## src/rtl/instruction_fetch_unit.sv

```systemverilog
// LITE-16 instruction fetch: owns the PC, fetches over req/ack + rvalid, and holds one instruction for decode.
// Optional memory-timeout fault detection is enabled with `define LITE16_FETCH_TIMEOUT_EN.
module instruction_fetch_unit #(
  parameter logic [15:0] RESET_PC       = 16'h0000,
  parameter int          TIMEOUT_CYCLES = 255
) (
  input  logic        clk,
  input  logic        rst_n,
  output logic        imem_req,
  output logic [15:0] imem_addr,
  input  logic        imem_ack,
  input  logic        imem_rvalid,
  input  logic [15:0] imem_rdata,
  input  logic        redirect_valid,
  input  logic [15:0] redirect_pc,
  output logic        instr_valid,
  input  logic        instr_ready,
  output logic [15:0] instr,
  output logic [3:0]  i4_7,
  output logic [3:0]  i8_11,
  output logic [3:0]  i12_15,
  output logic [15:0] pc_out,
  output logic        fetch_fault
);

`ifdef LITE16_FETCH_TIMEOUT_EN
  typedef enum logic [2:0] {IDLE, REQ, WAIT, HOLD, FAULT} state_t;
`else
  typedef enum logic [1:0] {IDLE, REQ, WAIT, HOLD} state_t;
`endif

  state_t      state, state_nxt;
  logic [15:0] pc;
  logic [15:0] fetch_pc;
  logic        drop;
  logic        redir;
  logic        ack_fire;
  logic        rx_fire;
  logic        xfer;
  logic        timeout_hit;

  assign ack_fire = (state == REQ)  && imem_ack;
  assign rx_fire  = (state == WAIT) && imem_rvalid;
  assign xfer     = (state == HOLD) && instr_ready;

`ifdef LITE16_FETCH_TIMEOUT_EN
  localparam int CNT_W = ($clog2(TIMEOUT_CYCLES + 1) > 8) ? $clog2(TIMEOUT_CYCLES + 1) : 8;
  localparam logic [CNT_W-1:0] CNT_LAST = CNT_W'(TIMEOUT_CYCLES - 1);

  logic [CNT_W-1:0] to_cnt;
  logic             in_rw;
  logic             enter_rw;
  logic             fault_q;

  // Redirects are ignored once the unit has faulted.
  assign redir       = redirect_valid && (state != FAULT);
  assign in_rw       = (state == REQ) || (state == WAIT);
  assign enter_rw    = ((state_nxt == REQ) || (state_nxt == WAIT)) && (state_nxt != state);
  assign timeout_hit = in_rw && !ack_fire && !rx_fire && (to_cnt == CNT_LAST);
  assign fetch_fault = fault_q;

  always_ff @(posedge clk or negedge rst_n) begin
    if (!rst_n) begin
      to_cnt  <= '0;
      fault_q <= 1'b0;
    end else begin
      if (enter_rw || ack_fire || rx_fire)
        to_cnt <= '0;
      else if (in_rw)
        to_cnt <= to_cnt + 1'b1;
      if (timeout_hit)
        fault_q <= 1'b1;
    end
  end
`else
  assign redir       = redirect_valid;
  assign timeout_hit = 1'b0;
  assign fetch_fault = 1'b0;
`endif

  always_ff @(posedge clk or negedge rst_n) begin
    if (!rst_n)
      state <= IDLE;
    else
      state <= state_nxt;
  end

  always_comb begin
    state_nxt = state;
    case (state)
      IDLE: state_nxt = REQ;
      REQ:  if (ack_fire) state_nxt = WAIT;
      WAIT: if (rx_fire) state_nxt = (drop || redir) ? REQ : HOLD;
      HOLD: if (xfer || redir) state_nxt = REQ;
      default: state_nxt = state;
    endcase
`ifdef LITE16_FETCH_TIMEOUT_EN
    if (timeout_hit)
      state_nxt = FAULT;
`endif
  end

  always_comb begin
    imem_req = (state == REQ);
  end

  assign imem_addr = pc;
  assign i4_7      = instr[7:4];
  assign i8_11     = instr[11:8];
  assign i12_15    = instr[15:12];

  always_ff @(posedge clk or negedge rst_n) begin
    if (!rst_n) begin
      pc          <= RESET_PC;
      fetch_pc    <= '0;
      instr       <= '0;
      pc_out      <= '0;
      instr_valid <= 1'b0;
      drop        <= 1'b0;
    end else begin
      // A redirect replaces the increment even when the request was acked this cycle.
      if (redir)
        pc <= redirect_pc;
      else if (ack_fire)
        pc <= pc + 16'h0001;

      if (ack_fire)
        fetch_pc <= pc;

      if (rx_fire)
        drop <= 1'b0;
      else if (redir && (ack_fire || (state == WAIT)))
        drop <= 1'b1;

      if (rx_fire && !drop && !redir) begin
        instr       <= imem_rdata;
        pc_out      <= fetch_pc;
        instr_valid <= 1'b1;
      end else if ((state == HOLD) && (instr_ready || redir)) begin
        instr_valid <= 1'b0;
      end
    end
  end

endmodule

```

## config.mk

```make
export PLATFORM = sky130hd
export DESIGN_NAME = instruction_fetch_unit
export DESIGN_NICKNAME = d
export VERILOG_FILES = /design/src/rtl/instruction_fetch_unit.sv
export SDC_FILE = /design/constraint.sdc
export NUM_CORES = 1
export LEC_CHECK = 0
export CAP_MARGIN = 20
export CORE_ASPECT_RATIO = 1.25
export CORE_MARGIN = 8
export CORE_UTILIZATION = 49
export CTS_CLUSTER_DIAMETER = 100
export DETAILED_ROUTE_END_ITERATION = 7
export PLACE_DENSITY_LB_ADDON = 0.08
export SYNTH_ARGS = -nofsm -noshare
export SYNTH_HDL_FRONTEND = slang
export SYNTH_SLANG_ARGS = --single-unit
```

## constraint.sdc

```tcl
create_clock -name clk -period 4.2 [get_ports clk]
set_clock_uncertainty 0.1 [all_clocks]
set_input_delay 0.63 -clock clk [delete_from_list [all_inputs] [get_ports clk]]
set_output_delay 0.63 -clock clk [all_outputs]
set_load 0.02 [all_outputs]
```

## After elaboration in Yosys (flattened, before gate mapping)

Cells that the tools add are included.

- Add/subtract/negate cells: 1
- Eq/ne operators: 6
- Muxes and demuxes: 11
- Reductions and logical operators: 18

Operator list:

| cell | number |
|---|---|
| two-way mux 16 bit | 2 |
| adder 16 x 1 -> 16 bit (second input constant) | 1 |
| two-way mux 2 bit | 4 |
| case mux 2 bit (4 select lines) | 1 |
| logical AND 1 bit | 7 |
| nonzero test 2 bit | 3 |
| == test 2 bit (second input constant) | 2 |
| logical OR 1 bit | 4 |
| two-way mux 1 bit | 4 |
| != test 2 bit (second input constant) | 2 |
| AND reduction 3 bit | 1 |
| == test 2 x 1 -> 1 bit (second input constant) | 1 |
| logical NOT 1 bit | 2 |
| logical NOT 2 bit | 1 |
| != test 2 x 1 -> 1 bit (second input constant) | 1 |

- Flip-flop bits (word level): 68
- Input port bits: 38
- Output and inout port bits: 63

## Depth between registers and ports, before layout

Gate-level depths: netlist (run 1).

- Depth in word-level cells: 6
- Depth in mapped cells: 9

## Worst setup path after synthesis (run 1)

Ideal clock, no wire load.

- Path kind: reg-to-reg
- Start: register state[1]
- End: register pc[14] (netlist: imem_addr[14])
- Library setup time: 82 ps
- Arrival time: 1835 ps
- Setup slack: 2183 ps
- Stages on the path, launching flop included: 9
- Path buffers: 2
- Cell sequence: dfrtp_1 > inv_1 > ha_1 > buf_6 > and4_1 > buf_6 > nand2_4 > or4_1 > a31oi_1

- Word-level cells in the longest chain between the ends: 3

RTL lines:

| item | line | text |
|---|---|---|
| start: declaration | 32 | `state_t state, state_nxt;` |
| start signal: assignment | 85 | `state <= state_nxt;` |
| == test 2 x 1 -> 1 bit | n/a |  |
| named net imem_req | 9 | `output logic imem_req,` |
| logical AND 1 bit | 42 | `assign ack_fire = (state == REQ) && imem_ack;` |
| nonzero test 2 bit (no line) | n/a |  |
| end signal: assignment | 123 | `pc <= redirect_pc;` |
| end signal: assignment | 125 | `pc <= pc + 16'h0001;` |
| end: declaration | 33 | `logic [15:0] pc;` |

The timed path passes the listed nets, and every way through them passes these cells.
A chain may end at the register's enable or synchronous reset.

## Final worst setup path (run 1)

- Start: register state[1]
- End: output imem_req

- Word-level cells in the longest chain between the ends: 1

RTL lines:

| item | line | text |
|---|---|---|
| == test 2 x 1 -> 1 bit | 104 | `imem_req = (state == REQ);` |
| end: declaration | 9 |  |

Every way passes these cells.

==> impl_metrics.yaml, run 1 <==
clock_network:
  cts_hold_buf: 0
  cts_resized: 0
  cts_buffers: 9
  cts.sinks: 68
  clk_latency_ns: 0.34
  cts_setup_buffers: 0
  cts_tree: "yes"
  clk_pin_slew_ns: 0.07
  h-tree-depth: 3
  clockBufferDepth: 2
  clock_tree.root_cell: "clkbuf_8"
logic_synthesis:
  muxShareOfSynthArea_pct: 18.2
  syn_nets: 288
  synth_top_family_by_area: "multiplexers"
  yosys_most_used_dff: "dfrtp_1"
  synth-edff-count: 0
  ys_top_cells_by_count: "dfrtp_1 (68), mux2_2 (47), nand2_1 (20)"
  avgSynthCellArea_sq_um: 12.3
  yosysSeqAreaShare_pct: 56.2
  yosys.area_share.simple_pct: 9.18
  synth_top_area_share_pct: 56.2
  synth_area_leaders: "dfrtp_1 (56%), mux2_2 (17%), buf_4 (3.2%)"
  syn-cell-area_sq_mm: 0.00303
  yosysWarnings: 0
  synth_compound_area_share_pct: 5.21
  synth_cell_types: 36
  synth-async-reset-ratio_pct: 100
  synth_xor_area_share_pct: 3.18
  synth_cells: 246
  ys_ff_latch: 68
  yosysTopAreaCell: "dfrtp_1"
  synthAdderAreaFrac_pct: 1.65
  yosysMostFrequentCell: "dfrtp_1"
worst_setup_path:
  rr_startpoint: "state[1]"
  r2r_slack_ns: 2.07
  r2r_end: "fetch_pc[0]"
  path_class: "flop to output pin"
  critPathArrivalTime_ns: 1.81
  crit_path_end_kind: "output pin"
  critPathRequiredTime_ns: 3.47
  start_kind: "flop"
  path_max_fanout: 9
  ff2ff_path_depth: 4
sta:
  slew_headroom_pct: 39.9
  holdWs_ns: 0.293
  setup_violations: 0
  timing.final.crit_share_pct: 60.5
  fmax_mhz: 394
  min_period_ns: 2.54
  rsz0062_at_grt: "no"
  drv_slew: 0
  worst_pin_slew_ns: 0.899
  finalHoldViolCount: 0
  fin_setup_tns_ns: 0
drt:
  wl_per_cell_um: 15.8
  routed_wl_um: 6680
  viasPerCell: 5.08
  drt-initial-drc-count: 85
  antenna_left: 0
  drc: 0
  vias: 2145
  drtPass1Iterations: 6
run:
  drv_cap: 0
hold_path:
  hold_class: "input pin to asynchronous set/reset pin"
place:
  portBuffers: 99
  gp_congestion: 0.726
  dpl.hpwl_um: 4700
run_status:
  status: "finished, final reports clean"
power:
  power.density_mw_per_mm2: 634
  finalPower_mw: 2.65
  p_leak_nw: 1.82
  vdd_drop_max_uv: 371
grt:
  antenna_found_initial: 0
  grt_use_total_pct: 15.0
  grt_pass1_vias: 2201
  grt_max_degree: 69
  overflow: 0
  grt_first_pass_wirelength_um: 10600
floorplanning:
  rows: 32
  die_area_sq_mm: 0.00896
  start_util_pct: 49.7
  fp.dieW_um: 86.3
  core_area_sq_mm: 0.00609
  ios: 101
  die_h_um: 104
cells_and_area:
  antennaDiodeCount: 0
  synthToLayoutAreaGrowth_pct: 38.1
  fillers: 477
  fin_nets: 374
  drive_above_1_share_pct: 20.8
## placed cells by master (no fill, tap or decap), types with 3 or more instances in the layout
cell type / instances
nand2_1: 20
inv_1: 7
nand4_1: 6
xnor2_1: 5
clkdlybuf4s50_1: 98
clkbuf_8: 11
o21ai_0: 14
xor2_1: 6
clkinvlp_4: 4
mux2_2: 47
a31oi_1: 3
a21oi_1: 4
nand3_1: 6
nor2_1: 8
ha_1: 4
dfrtp_1: 68
## metal layers
layer / global-route usage [%] / routed length, um / up-vias
met2: 23.2 / 3120 / 75
met1: 18.4 / 2960 / 1047
met3: 4.66 / 507 / 9
li1: - / - / 1014
met4: 7.41 / 93 / 0
met5: 0 / 0 / -
## metrics by stage
stage               area (sq um)  std cells  worst slack (ns)  utilization [%]
floorplan                   3030        246              2.18                -
global placement            3970        406              1.42             65.2
detailed placement          3970        406              1.38             65.2
CTS                         4180        422              1.64             68.6
global route                4180        422              1.55             68.6
finish                      4180        422              1.66             68.6
## report_power, final
group          leakage, nW  switching, mW  internal, mW
combinational        0.865          0.499         0.569
clock               0.0938          0.248         0.306
sequential           0.857          0.143         0.883
## critical path, cell delays in order (launching register included)
cell and delay [ns]:
dfrtp_1 0.42, inv_1 0.07, ha_1 0.32, clkdlybuf4s50_1 0.67
## cell families (layout without fill, tap and decap cells)
logic type | after synthesis | count (layout)
AOI/OAI and AO/OA | 27 | 27
other | 1 | 1
and+or+nand+nor | 54 | 54
adders and majority gates | 4 | 4
buffers and inverters | 32 | 123
DFF | 68 | 68
muxes | 49 | 49
xor gates and xnor gates | 11 | 11
## worst max path at each step
| stage | startpoint | endpoint | cells after the start |
|---|---|---|---|
| after global placement | redirect_valid | instr[3] | 5 |
| final | state[1] | imem_req | 3 |
| after detailed placement | redirect_valid | pc_out[1] | 5 |
| after floorplan | state[1] | imem_addr[14] | 8 |
| after global routing | state[1] | imem_req | 3 |
| after CTS | state[1] | imem_req | 3 |
## registers in the layout (all words and copies together) (netlist names)
signal,flops
pc_out,16
imem_addr,16
state,2
fetch_pc,16
drop,1
instr_valid,1
instr,16
## layout make-up
class	count	area (sq um)	area share (%)
flip-flops and latches	68	1700	40.7
inverters	7	26.3	0.629
well taps	85	106	2.55
clock inverters	5	60.1	1.44
clock buffers	11	151	3.62
multi-input cells	146	1140	27.2
repair buffers	100	996	23.8
Note: power is estimated with default switching activity, not from simulation.
==> run 2: changes to the inputs <==
--- a/config.mk
+++ b/config.mk
@@ -8,7 +8,7 @@
 export CAP_MARGIN = 20
 export CORE_ASPECT_RATIO = 1.25
 export CORE_MARGIN = 8
-export CORE_UTILIZATION = 49
+export CORE_UTILIZATION = 41
 export CTS_CLUSTER_DIAMETER = 100
 export DETAILED_ROUTE_END_ITERATION = 7
 export PLACE_DENSITY_LB_ADDON = 0.08
==> constraint.sdc (replaced) <==
create_clock -name clk -period 2.3 [get_ports clk]
set_clock_uncertainty 0.1 [all_clocks]
set_input_delay 0.345 -clock clk [delete_from_list [all_inputs] [get_ports clk]]
set_output_delay 0.345 -clock clk [all_outputs]
set_load 0.02 [all_outputs]
==> impl_metrics.yaml, run 2 (same netlist as run 1, synthesis figures left out) <==
place:
  dpl.hpwl_um: 5200
  placedCellCount: 420
  portBuffers: 99
  gp_congestion: 0.765
drt:
  viasPerCell: 4.95
  drc: 0
  drtPass1Iterations: 4
  antenna_left: 0
  vias: 2164
  wl_per_cell_um: 15.8
  drt-initial-drc-count: 73
  routed_wl_um: 6920
floorplanning:
  start_util_pct: 41.6
  core_area_sq_mm: 0.00727
  die_area_sq_mm: 0.0104
  rows: 35
  ios: 101
  fp.dieW_um: 92.8
  die_h_um: 112
cells_and_area:
  layout_commonest_cell: "clkdlybuf4s50_1"
  instances_no_fill: 437
  drive_above_1_share_pct: 22.0
  final_util_pct: 59.3
  antennaDiodeCount: 0
  fin_nets: 382
  final_cell_mix: "clkdlybuf4s50_1 (98), dfrtp_1 (68), mux2_2 (47), nand2_1 (20), o21ai_0 (14)"
  synthToLayoutAreaGrowth_pct: 42.4
sta:
  fmax_mhz: 461
  min_period_ns: 2.17
  slew_headroom_pct: 55.6
  finalHoldViolCount: 0
  rsz0062_at_grt: "no"
  setup_violations: 0
  drv_slew: 0
  worst_pin_slew_ns: 0.666
  timing.final.crit_share_pct: 94.3
  fin_setup_tns_ns: 0
clock_network:
  clk_pin_slew_ns: 0.07
  cts_buffers: 9
  clockBufferDepth: 2
  cts_resized: 0
  cts.sinks: 68
  cts_tree: "yes"
  cts_hold_buf: 1
  clk_latency_ns: 0.33
  h-tree-depth: 3
  clock_tree.root_cell: "clkbuf_8"
  cts_setup_buffers: 0
worst_setup_path:
  crit_path_end_kind: "output pin"
  path_class: "flop to output pin"
  rr_startpoint: "state[1]"
  r2r_slack_ns: 0.40
  critPathRequiredTime_ns: 1.86
  path_max_fanout: 8
  ff2ff_path_depth: 6
  r2r_end: "imem_addr[14]"
  start_kind: "flop"
  critPathArrivalTime_ns: 1.72
power:
  power.density_mw_per_mm2: 1160
  p_leak_nw: 1.89
  vdd_drop_max_uv: 522
  finalPower_mw: 5.00
hold_path:
  hold_class: "flop to flop"
  whs_endpoint: "fetch_pc[2]"
  hold_start: "fetch_pc[2]"
  hold_path_depth: 2
grt:
  overflow: 0
  grt_use_total_pct: 13.8
  grt_max_degree: 31
  grt_first_pass_wirelength_um: 11400
  antenna_found_initial: 0
  grt_pass1_vias: 2270
run:
  drv_cap: 0
run_status:
  status: "finished, final reports clean"
-- run 2: cell types whose count changed in the layout (fill, tap and decap cells not counted), sizes merged --
| cell | change |
|---|---|
| bufinv | +1 |
| buf | +7 |
| clkbuf | +2 |
| dlygate4sd3 | +1 |
| clkinvlp | -3 |
-- run 2: stage by stage --
step                      cell area (sq um)  setup slack [ns]  hold WS (ns)
after floorplan                        3030             0.283       -0.0506
after global placement                 4060             0.175         0.327
after detailed placement               4060             0.160         0.319
after CTS                              4310             0.105         0.378
after global routing                   4310            0.0147         0.418
final                                  4310             0.130         0.373
-- run 2: critical path, stage by stage, from the launching register on --
cell and delay (ns):
dfrtp_1 0.41, inv_1 0.07, ha_1 0.15, buf_4 0.15, clkdlybuf4s50_1 0.61
-- run 2: where the power goes --
part	internal (mW)	switching, mW	total [mW]
Combinational	1.08	0.919	2.00
Sequential	1.61	0.266	1.88
Clock	0.700	0.427	1.13
-- run 2: routing by layer --
metal	track usage, %	part of all wire, %	vias to the layer above
met5	0	0	-
met4	6.47	1.8	0
met3	4.54	7.6	11
met2	21.6	46	90
met1	16.7	44	1032
li1	-	-	1031
-- run 2: worst max-delay path by stage --
| stage | startpoint | end | slack [ns] | depth (start not counted) |
|---|---|---|---|---|
| after global routing | state[1] | imem_req | 0.01 | 4 |
| after global placement | imem_ack | imem_addr[14] | 0.18 | 5 |
| after CTS | state[1] | imem_req | 0.11 | 4 |
| after floorplan | state[1] | imem_addr[14] | 0.28 | 8 |
| after detailed placement | imem_ack | imem_addr[14] | 0.16 | 5 |
| final | state[1] | imem_req | 0.13 | 4 |
-- run 2: layout make-up --
class | instances | area (sq um)
clock buffer | 13 | 169
clock inverter | 3 | 67.6
fill | 635 | 2960
inverter | 7 | 26.3
multi-input combinational | 146 | 1140
sequential | 68 | 1700
tap | 92 | 115
timing repair buffer | 108 | 1090
==> run 3: changes to the inputs <==
--- a/config.mk
+++ b/config.mk
@@ -11,7 +11,7 @@
 export CORE_UTILIZATION = 41
 export CTS_CLUSTER_DIAMETER = 100
 export DETAILED_ROUTE_END_ITERATION = 7
-export PLACE_DENSITY_LB_ADDON = 0.08
+export PLACE_DENSITY = 0.8
 export SYNTH_ARGS = -nofsm -noshare
 export SYNTH_HDL_FRONTEND = slang
 export SYNTH_SLANG_ARGS = --single-unit
==> constraint.sdc (replaced) <==
create_clock -name clk -period 1.92 [get_ports clk]
set_clock_uncertainty 0.1 [all_clocks]
set_input_delay 0.288 -clock clk [delete_from_list [all_inputs] [get_ports clk]]
set_output_delay 0.288 -clock clk [all_outputs]
set_load 0.02 [all_outputs]
==> impl_metrics.yaml, run 3 (same netlist as run 1, synthesis figures left out) <==
run_status:
  status: "finished, final reports clean"
worst_setup_path:
  cp_slowest_cell: "clkdlybuf4s50_1"
  rr_startpoint: "state[0]"
  path_class: "flop to output pin"
  cp_num_buf_inv: 1
  path_max_fanout: 7
  start_kind: "flop"
  critPathArrivalTime_ns: 1.47
  r2r_end: "state[1]"
  critPathRequiredTime_ns: 1.53
  path_cells: "clkdlybuf4s50_1"
  crit_path_end_kind: "output pin"
  ff2ff_path_depth: 4
  crit_family: "buffers and inverters"
  r2r_slack_ns: 0.13
  cp-startpoint: "imem_addr[11]"
  cpPeakStageDelay_ns: 0.66
floorplanning:
  fp.dieW_um: 92.8
  die_h_um: 112
  start_util_pct: 41.6
  die_area_sq_mm: 0.0104
  rows: 35
  core_area_sq_mm: 0.00727
  ios: 101
drt:
  drc: 0
  viasPerCell: 4.97
  drt-initial-drc-count: 73
  antenna_left: 0
  routed_wl_um: 7030
  drtPass1Iterations: 4
  wl_per_cell_um: 15.8
  vias: 2213
hold_path:
  hold_start: "fetch_pc[13]"
  whs_endpoint: "fetch_pc[13]"
  hold_class: "flop to flop"
  hold_path_depth: 2
sta:
  min_period_ns: 1.85
  timing.final.crit_share_pct: 96.6
  setup_violations: 0
  finalHoldViolCount: 0
  rsz0062_at_grt: "no"
  holdWs_ns: 0.375
  drv_slew: 0
  fmax_mhz: 539
place:
  portBuffers: 99
  dpl.hpwl_um: 5260
  gp_congestion: 0.803
clock_network:
  clk_latency_ns: 0.33
  h-tree-depth: 3
  clk_pin_slew_ns: 0.07
  cts_tree: "yes"
  cts.sinks: 68
  clockBufferDepth: 2
  cts_buffers: 9
  clock_tree.root_cell: "clkbuf_8"
grt:
  overflow: 0
  grt_first_pass_wirelength_um: 11700
  grt_pass1_vias: 2370
  grt_max_degree: 69
  grt_use_total_pct: 14.0
  antenna_found_initial: 0
cells_and_area:
  drive_above_1_share_pct: 23.8
  final_cell_mix: "clkdlybuf4s50_1 (97), dfrtp_1 (68), mux2_2 (47), nand2_1 (20), buf_4 (15)"
  synthToLayoutAreaGrowth_pct: 42.0
  fin_nets: 391
  antennaDiodeCount: 0
  layout_commonest_cell: "clkdlybuf4s50_1"
power:
  vdd_drop_max_uv: 624
  power.density_mw_per_mm2: 1310
  p_leak_nw: 1.89
  finalPower_mw: 5.63
run:
  drv_cap: 0
[run 3: cell types whose count changed in the layout (fill, tap and decap cells not counted), moves of 2 or more]
| cell | before | now |
|---|---|---|
| buf_4 | 5 | 15 |
| bufinv_16 | 2 | 0 |
| clkbuf_1 | 1 | 3 |
| clkbuf_8 | 12 | 9 |
| clkinv_2 | 0 | 3 |
[run 3: worst max path at each step]
stage / endpoint / slack (ns) / cells past startpoint
2_1_floorplan: imem_addr[14] / 0.02 / 8
3_3_place_gp: imem_addr[14] / -0.04 / 6
3_5_place_dp: imem_addr[14] / -0.11 / 6
4_1_cts: imem_addr[11] / 0.03 / 1
5_1_grt: imem_addr[11] / 0.00008 / 1
6_report: imem_addr[11] / 0.07 / 1
[run 3: what timing repair did]
| item | CTS | global route |
|---|---|---|
| setup endpoints to repair | 1 | 2 |
| hold endpoints to repair | 68 | 0 |
| buffers inserted | 0 | 1 |
| hold buffers | 1 | 0 |
| pin swaps | 0 | 1 |
| resized for setup | 1 | 1 |
[run 3: metal layers]
| layer | GRT usage, % | up-vias | share of wire, % |
|---|---|---|---|
| li1 | - | 1050 | - |
| met1 | 16.1 | 1064 | 43 |
| met2 | 22.3 | 83 | 47 |
| met3 | 4.94 | 16 | 7.7 |
| met4 | 7.44 | 0 | 2.6 |
| met5 | 0 | - | 0 |
[run 3: where the power goes]
part           internal, mW  leakage (nW)  switching [mW]
combinational          1.32         0.956            1.15
clock                 0.456        0.0800           0.477
sequential             1.93         0.857           0.299
total                  3.71          1.89            1.92
[run 3: area by class of cell]
type | instances | area (sq um)
Tap cell | 92 | 115
Timing Repair Buffer | 117 | 1150
Clock inverter | 3 | 15.0
Clock buffer | 12 | 135
Fill cell | 609 | 2970
Sequential cell | 68 | 1700
Inverter | 7 | 26.3
Multi-Input combinational cell | 146 | 1150
[run 3: metrics by stage]
stage	std cells	setup slack (ns)	utilization [%]	setup TNS [ns]	cell area (sq um)
2_1_floorplan	246	0.0197	-	0	3040
3_3_place_gp	428	-0.0433	56.7	-0.0713	4120
3_5_place_dp	428	-0.113	56.7	-0.205	4120
4_1_cts	444	0.0301	58.9	0	4280
5_1_grt	445	0.0000837	59.1	0	4300
6_report	445	0.0660	59.1	0	4300
